**src/rtl/bit_deserializer.sv**
```systemverilog
// Bit-serial to parallel deserializer, MSB first.
// val/rdy on both sides; words stream back-to-back with no bubble.
module bit_deserializer #(
    parameter int unsigned nbits = 8
) (
    input  logic             clk,
    input  logic             reset,
    input  logic             in_val,
    output logic             in_rdy,
    input  logic             in_,
    output logic             out_val,
    input  logic             out_rdy,
    output logic [nbits-1:0] out
);

    localparam int unsigned CW = $clog2(nbits + 1);

    typedef enum logic {
        FILL = 1'b0,
        FULL = 1'b1
    } state_e;

    state_e           state_q;
    logic [nbits-1:0] sreg_q;
    logic [CW-1:0]    cnt_q;
    logic             last_bit;

    assign last_bit = (cnt_q == CW'(nbits - 1));

    // Only FULL lets backpressure reach the serial side.
    assign in_rdy  = (state_q == FILL) | out_rdy;
    assign out_val = (state_q == FULL);
    assign out     = (state_q == FULL) ? sreg_q : '0;

    // Shift in bits while filling; release the word and restart when full.
    always_ff @(posedge clk or negedge reset) begin
        if (!reset) begin
            state_q <= FILL;
            sreg_q  <= '0;
            cnt_q   <= '0;
        end else begin
            unique case (state_q)
                FILL: begin
                    if (in_val) begin
                        sreg_q <= {sreg_q[nbits-2:0], in_};
                        if (last_bit) begin
                            cnt_q   <= '0;
                            state_q <= FULL;
                        end else begin
                            cnt_q <= cnt_q + CW'(1);
                        end
                    end
                end
                FULL: begin
                    if (out_rdy) begin
                        state_q <= FILL;
                        if (in_val) begin
                            sreg_q <= {{(nbits-1){1'b0}}, in_};
                            cnt_q  <= CW'(1);
                        end else begin
                            cnt_q <= '0;
                        end
                    end
                end
                default: begin
                    state_q <= FILL;
                end
            endcase
        end
    end

endmodule
```
**config.mk**
```make
export PLATFORM = sky130hd
export DESIGN_NAME = bit_deserializer
export DESIGN_NICKNAME = d
export VERILOG_FILES = /design/src/rtl/bit_deserializer.sv
export SDC_FILE = /design/constraint.sdc
export NUM_CORES = 1
export LEC_CHECK = 0
export CAP_MARGIN = 40
export CORE_MARGIN = 5
export CORE_UTILIZATION = 45
export DETAILED_ROUTE_END_ITERATION = 8
export PLACE_DENSITY_LB_ADDON = 0.2
export SLEW_MARGIN = 10
export SYNTH_ARGS = -nofsm -noshare
export SYNTH_HDL_FRONTEND = slang
export SYNTH_SLANG_ARGS = --single-unit
```
**constraint.sdc**
```tcl
create_clock -name clk -period 1.6 [get_ports clk]
set_clock_uncertainty 0.05 [all_clocks]
set_input_delay 0.16 -clock clk [delete_from_list [all_inputs] [get_ports clk]]
set_output_delay 0.16 -clock clk [all_outputs]
set_load 0.01 [all_outputs]
```
After elaboration in Yosys (flattened, before gate mapping) --
Cells that the tools add are included.
Storage, ports and cells: bits in registers 13, input bits 5, output and inout bits 10, word-level logic and storage cells 26
Cells by class: add/subtract/negate cells 1, eq/ne operators 4, muxes and demuxes 14, bitwise logic cells 2, reduce and logical (&&, ||, !) cells 2
Operator list (count):
- $mux W8 | 4
- $pmux W8 S2 | 1
- $mux W4 | 3
- $pmux W4 S2 | 1
- $ne A2 B2 Y1 const B | 3
- $add A4 B1 Y4 const B | 1
- $eq A4 B3 Y1 const B | 1
- $mux W1 | 4
- $reduce_and A3 Y1 | 1
- $pmux W1 S2 | 1
- $reduce_and A2 Y1 | 1
- $not A1 Y1 | 1
- $or A1 B1 Y1 | 1

Longest topological paths before layout --
Gate-level depths: netlist of run 1.
word-level depth 4, depth in mapped cells 4, mapped depth without buffers 4

Worst setup path after synthesis of run 1 --
Ideal clock, no wire load.
kind register -> register, start register state_q (netlist: out_val), end register sreg_q[0], arrival time 1125 ps, slack 299 ps, stages on the path, launching flop included 5, path buffers 0, clock period less this slack 1301 ps, cell sequence dfrtp_1 > and2b_4 > inv_6 > nand2_8 > mux2_4
On the way: longest elaborated chain between the ends 3
RTL lines:
- start, declared | RTL line 23 | state_e state_q;
- start signal, assigned | RTL line 38 | state_q <= FILL;
- start signal, assigned | RTL line 48 | state_q <= FULL;
- start signal, assigned | RTL line 56 | state_q <= FILL;
- $not A1 Y1
- $ne A2 B2 Y1 (no source line)
- $reduce_and A3 Y1 (no source line)
- end signal, assigned | RTL line 45 | sreg_q <= {sreg_q[nbits-2:0], in_};
- end signal, assigned | RTL line 58 | sreg_q <= {{(nbits-1){1'b0}}, in_};
- end, declared | RTL line 24 | logic [nbits-1:0] sreg_q;
Several ways; a longest one is shown, not always the timed one. A chain may end at the register's enable or synchronous reset.

Worst setup path in the final report of run 1 --
start register state_q (netlist: out_val), end output out[1]
On the way: longest elaborated chain between the ends 1
RTL lines:
- $mux W8 | RTL line 33 | assign out = (state_q == FULL) ? sreg_q : '0;
- end, declared | RTL line 13 | output logic [nbits-1:0] out
Every way passes these cells.

==> results of run 1 <==
per-layer routing:
layer  vias to the layer above  global-route usage
li1                        249                   -
met1                       231               0.207
met2                        12               0.201
met3                         2              0.0376
met4                         0              0.0806
met5                         -                   0
report_power, final:
| group | internal (mW) | total (mW) | switching [mW] |
|---|---|---|---|
| Sequential | 0.456 | 0.569 | 0.113 |
| Combinational | 0.242 | 0.422 | 0.180 |
| Clock | 0.0964 | 0.204 | 0.108 |
| Total | 0.795 | 1.20 | 0.400 |
final cells by class:
type | count | area (um^2) | area share
flip-flops and latches | 13 | 327 | 0.371
multi-input cells | 37 | 293 | 0.333
repair buffers | 24 | 203 | 0.230
clock buffers | 4 | 26.3 | 0.0299
well taps | 15 | 18.8 | 0.0213
inverters | 2 | 12.5 | 0.0142
repair_timing:
| action | in CTS | in global routing |
|---|---|---|
| setup buffers | 3 | 0 |
| resized for setup | 12 | 0 |
| setup endpoints to repair | 10 | 0 |
flip-flops by register name (all words and copies together), names as in the netlist:
register  count
cnt_q         4
out_val       1
sreg_q        8
critical path: stages, from the launching register on:
cell and delay, ps:
sky130_fd_sc_hd__dfrtp_2 420, sky130_fd_sc_hd__buf_4 150, sky130_fd_sc_hd__and2_1 130, sky130_fd_sc_hd__dlygate4sd2_1 280
worst paths after layout:
path	cells after the start	slack, ps	to	from
max	3	140	out[1]	out_val$_DFF_PN0_
max reg2reg	4	280	cnt_q[3]$_DFFE_PN0P_	cnt_q[0]$_DFFE_PN0P_
min	1	190	cnt_q[2]$_DFFE_PN0P_	reset
min in group clk	2	460	sreg_q[0]$_DFFE_PN0P_	in_
min reg2reg	1	460	sreg_q[7]$_DFFE_PN0P_	sreg_q[7]$_DFFE_PN0P_
max in group asynchronous	1	900	out_val$_DFF_PN0_	reset
synth_stat cells:
master                      n  area (um^2)
sky130_fd_sc_hd__and2_1     8         50.1
sky130_fd_sc_hd__inv_2      1         3.75
sky130_fd_sc_hd__clkbuf_1   1         3.75
sky130_fd_sc_hd__nor2_2     1         6.26
sky130_fd_sc_hd__mux2_4     1         15.0
sky130_fd_sc_hd__nor4b_1    1         8.76
sky130_fd_sc_hd__o31ai_1    1         7.51
sky130_fd_sc_hd__xor2_1     1         8.76
sky130_fd_sc_hd__a22o_1     7         61.3
sky130_fd_sc_hd__nand3b_1   2         15.0
sky130_fd_sc_hd__nand2_1    3         11.3
sky130_fd_sc_hd__nand4_1    1         6.26
sky130_fd_sc_hd__ha_1       1         12.5
sky130_fd_sc_hd__mux2i_1    2         20.0
sky130_fd_sc_hd__o21ai_1    1         5.00
sky130_fd_sc_hd__a21oi_1    1         5.00
sky130_fd_sc_hd__buf_6      1         11.3
sky130_fd_sc_hd__a211o_1    1         8.76
sky130_fd_sc_hd__and2b_4    1         10.0
sky130_fd_sc_hd__dfrtp_1   13          325
sky130_fd_sc_hd__o21ai_0    1         5.00
sky130_fd_sc_hd__inv_6      1         8.76
sky130_fd_sc_hd__and3b_1    1         8.76
sky130_fd_sc_hd__nand2_8    1         20.0
sky130_fd_sc_hd__a22oi_1    1         7.51
cell families after synthesis:
kind of cell | after synthesis
adders and majority gates | 1
and+or+nand+nor | 19
muxes | 3
buffers and inverters | 4
DFF | 13
xor gates and xnor gates | 1
AOI/OAI and AO/OA | 13
==> results.tsv, run 1 <==
metric	value	unit
synth-seq-cells	13	
clock_path_buffers	2	
grt_max_degree	14	
dr.max_layer_used	met4	
rsz_0062_raised_after_global_routing	no	
drtIter0Drc	3	
post-place-ws	-29.2	ps
worstPathMaxFanout	5	
yosysWarnings	0	
synthCells	54	
area_delta_synth_final	36.2	%
synth_nets	60	
outcome	finished, final reports clean	
die_y	47.9	um
clkSlewWorstSetupHoldPaths	90	ps
synth.area.mux_share	0.0543	
drt_pass1_iterations	4	
layout.cells.most_common	sky130_fd_sc_hd__dfrtp_1	
root_buffer	sky130_fd_sc_hd__clkbuf_4	
cts_hold_buf	0	
cp-start-kind	flop	
groute.usage.overall	0.146	
timing.final.hold_violations	0	
max_cap_violations	0	
core_area	0.00133	mm^2
cts.sinks	13	
placed_insts	88	
stdcell_count	95	
final_cell_mix	sky130_fd_sc_hd__dfrtp_1, sky130_fd_sc_hd__dlygate4sd2_1, sky130_fd_sc_hd__buf_4, sky130_fd_sc_hd__and2_1, sky130_fd_sc_hd__a22o_1	
worst-setup-path-type	reg -> out	
place.detailed.hpwl	907	um
floorplan.initialDensity	0.484	
cts-buffers-inserted	3	
endpoint_kind	output pin	
total_non_filler_cell_area_in_the_finished_layout	880	um^2
route.met3.wl	79	um
worst_slew_margin_rel	0.623	
main_combinational_cell_family_by_area_after_synthesis	simple AND/OR/NAND/NOR gates	
via_count_of_the_first_global_routing_pass	493	
io-pin-count	15	
timing.critical_path.required	1390	ps
clock_tree.htree_level_count	1	
die-width	47.9	um
hold_path_class	in -> async	
drt-total-wl	1350	um
drive_gt1_frac	0.250	
tritoncts	done	
synth_sequential_area_ratio	0.504	
setup_tns	0	ps
max_freq	686	MHz
worstSkewPairLatency	270	ps
fp.dieArea	0.00229	mm^2
yosys.area_share.xor_xnor	0.0136	
yosys.area_share.adder	0.0194	
worstMarginPinSlew	564	ps
cp_data_arrival_time	1250	ps
met2RoutedLength	530	um
finalWorstPathRequiredPeriod	1460	ps
power_per_cell_area	1360	mW/mm^2
wire_length_of_the_first_global_routing_pass	2200	um
complex_gate_fraction_of_the_synthesized_area	0.155	
std_cell_rows	13	
grt_residual_overflow	0	
met1_wl	722	um
number_of_endpoints_failing_setup_at_the_final_stage	0	
holdWs	190	ps
syn_area_per_cell	12.0	um^2
synth-simple-area-share	0.211	
final_antenna_net_count	0	
final_nets	87	
drc	0	
io_buffers	14	
total_power	1.20	mW
routabilityCongestion	0.811	
ir_worst_vdd	0.751	mV
synth_cell_types	25	
antenna_cells	0	
finalMaxSlewViolations	0	
vias_after_detailed_routing	494	
post_synth_instance_area	646	um^2
finish.utilization	0.659	
average_routed_wire_per_standard_cell	14.2	um
antenna_violations_before_repair	0	
detailed_place.area	842	um^2
drt-vias-per-instance	5.20	
fillCellCount	118	
p_leak	0.451	nW
final.period_utilization	0.911	
postLayoutSetupSlackWorst	142	ps
Note: power is estimated with default switching activity, not from simulation.
==> run 2: changes to the inputs <==
--- a/config.mk
+++ b/config.mk
@@ -9,6 +9,7 @@
 export CORE_MARGIN = 5
 export CORE_UTILIZATION = 45
 export DETAILED_ROUTE_END_ITERATION = 8
+export GPL_ROUTABILITY_DRIVEN = 0
 export PLACE_DENSITY_LB_ADDON = 0.2
 export SLEW_MARGIN = 10
 export SYNTH_ARGS = -nofsm -noshare
==> results of run 2 <==
Final layout, timing and power as in run 1 (identical DEF).
==> run 3: changes to the inputs <==
--- a/config.mk
+++ b/config.mk
@@ -6,7 +6,7 @@
 export NUM_CORES = 1
 export LEC_CHECK = 0
 export CAP_MARGIN = 40
-export CORE_MARGIN = 5
+export CORE_MARGIN = 10
 export CORE_UTILIZATION = 45
 export DETAILED_ROUTE_END_ITERATION = 8
 export GPL_ROUTABILITY_DRIVEN = 0
==> run 3 against run 2 <==
Compared with the run above: hold slack improved by 1.2 ps; maximum frequency decreased by 0.89%; critical path type unchanged; design area unchanged; first-iteration DRC count decreased by 33%; largest cell class unchanged; count of clock-buffer cells in the layout unchanged.
==> results.tsv, run 3 (same netlist as run 1, synthesis figures left out) <==
metric	value	unit	change
worstSkewPairLatency	280	ps	about the same
worstMarginPinSlew	571	ps	+7.92 ps
number_of_endpoints_failing_setup_at_the_final_stage	0		unchanged
place.detailed.hpwl	962	um	+6.1%
detailed_place.area	862	um^2	+2.4%
area_delta_synth_final	36.2	%	unchanged
finish.utilization	0.659		unchanged
die_y	57.9	um	+21%
antenna_cells	0		unchanged
timing.critical_path.required	1390	ps	about the same
vias_after_detailed_routing	507		+2.6%
worstPathMaxFanout	7		+2
power_per_cell_area	1350	mW/mm^2	-0.76%
clkSlewWorstSetupHoldPaths	80	ps	about the same
cts-buffers-inserted	3		unchanged
drt-vias-per-instance	5.45		+4.8%
finalWorstPathRequiredPeriod	1470	ps	+13.2 ps
cts.repair_timing.setup_buffer_count	0		-3
timing.final.hold_violations	0		unchanged
largest_register_ff_count	8		unchanged
final.period_utilization	0.920		+0.00823
io-pin-count	15		unchanged
drc	0		unchanged
fp.dieArea	0.00335	mm^2	+46%
io_buffers	14		unchanged
layout.cells.most_common	sky130_fd_sc_hd__dfrtp_1		
drt_pass1_iterations	3		-1
p_leak	0.461	nW	+2.1%
outcome	finished, final reports clean		
groute.usage.overall	0.0813		-0.0649
clock_path_buffers	2		unchanged
drive_gt1_frac	0.218		-0.0321
via_count_of_the_first_global_routing_pass	521		+5.7%
std_cell_rows	13		unchanged
worst_slew_margin_rel	0.618		-0.00529
drtIter0Drc	2		-1
endpoint_kind	output pin		
max_cap_violations	0		unchanged
grt_residual_overflow	0		unchanged
tritoncts	done		
ir_worst_vdd	0.693	mV	-7.8%
grt_max_degree	14		unchanged
die-width	57.9	um	+21%
clock_tree.htree_level_count	1		unchanged
cp_data_arrival_time	1260	ps	about the same
final_antenna_net_count	0		unchanged
wire_length_of_the_first_global_routing_pass	2240	um	+1.5%
final_nets	85		-2.3%
worst-setup-path-type	reg -> out		
cp-start-kind	flop		
antenna_violations_before_repair	0		unchanged
placed_insts	89		+1.1%
floorplan.initialDensity	0.484		unchanged
finalMaxSlewViolations	0		unchanged
stdcell_count	93		-2.1%
average_routed_wire_per_standard_cell	13.9	um	-2.1%
hold_path_class	in -> async		
root_buffer	sky130_fd_sc_hd__clkbuf_4		
cts_hold_buf	0		unchanged
regMostFlops	sreg_q		
rsz_0062_raised_after_global_routing	no		
core_area	0.00133	mm^2	unchanged
total_non_filler_cell_area_in_the_finished_layout	880	um^2	unchanged
cts.sinks	13		unchanged
drt-total-wl	1290	um	-4.2%
final_cell_mix	sky130_fd_sc_hd__dfrtp_1, sky130_fd_sc_hd__dlygate4sd2_1, sky130_fd_sc_hd__and2_1, sky130_fd_sc_hd__a22o_1, sky130_fd_sc_hd__buf_4		
max_freq	680	MHz	-0.89%
==> run 3: what timing repair did <==
item                                    CTS  global route
resized for setup                         9             1
hold endpoints to repair                  0             0
cloned                                    0             0
endpoints found under the setup margin    9             1
==> run 3: layout make-up <==
class	instances	area (um^2)
Tap cell	15	18.8
Timing Repair Buffer	22	204
Fill cell	112	454
Multi-Input combinational cell	37	293
Inverter	2	12.5
Clock buffer	4	26.3
Sequential cell	13	325
==> run 3: layer usage <==
layer  global-route usage  up-vias  wire length (um)
li1                     -      249                 -
met1                0.103      244               678
met2                0.113       12               498
met3               0.0414        2               102
met4               0.0302        0                14
met5                    0        -                 0
==> run 3: final timing paths <==
path,cells past startpoint,start,end,slack (ps)
max,3,out_val$_DFF_PN0_,out[4],130
min,1,reset,cnt_q[2]$_DFFE_PN0P_,190
max reg2reg,4,cnt_q[0]$_DFFE_PN0P_,cnt_q[3]$_DFFE_PN0P_,270
min reg2reg,1,sreg_q[7]$_DFFE_PN0P_,sreg_q[7]$_DFFE_PN0P_,450
max in group asynchronous,1,reset,sreg_q[3]$_DFFE_PN0P_,930
min in group clk,2,in_,sreg_q[0]$_DFFE_PN0P_,450
==> run 3: power by group <==
group | total (mW) | switching [mW] | internal (mW) | leakage (nW)
Clock | 0.204 | 0.108 | 0.0967 | 0.0150
Sequential | 0.565 | 0.110 | 0.455 | 0.165
Combinational | 0.416 | 0.175 | 0.241 | 0.281
==> run 3: per-stage QoR <==
step	hold WS, ps	TNS (ps)	setup slack (ps)	power (mW)
after floorplan	-186	0	299	0.818
after global placement	430	-46.7	-46.7	0.998
after detailed placement	436	-35.3	-35.3	1.01
after CTS	226	0	6.07	1.20
after global routing	226	0	64.9	1.27
final	191	0	129	1.19
==> run 3: worst max-delay path, cell delays in order (launching register included) <==
cell                            delay (ps)
sky130_fd_sc_hd__dfrtp_1               410
sky130_fd_sc_hd__buf_4                 170
sky130_fd_sc_hd__and2_1                130
sky130_fd_sc_hd__dlygate4sd2_1         280
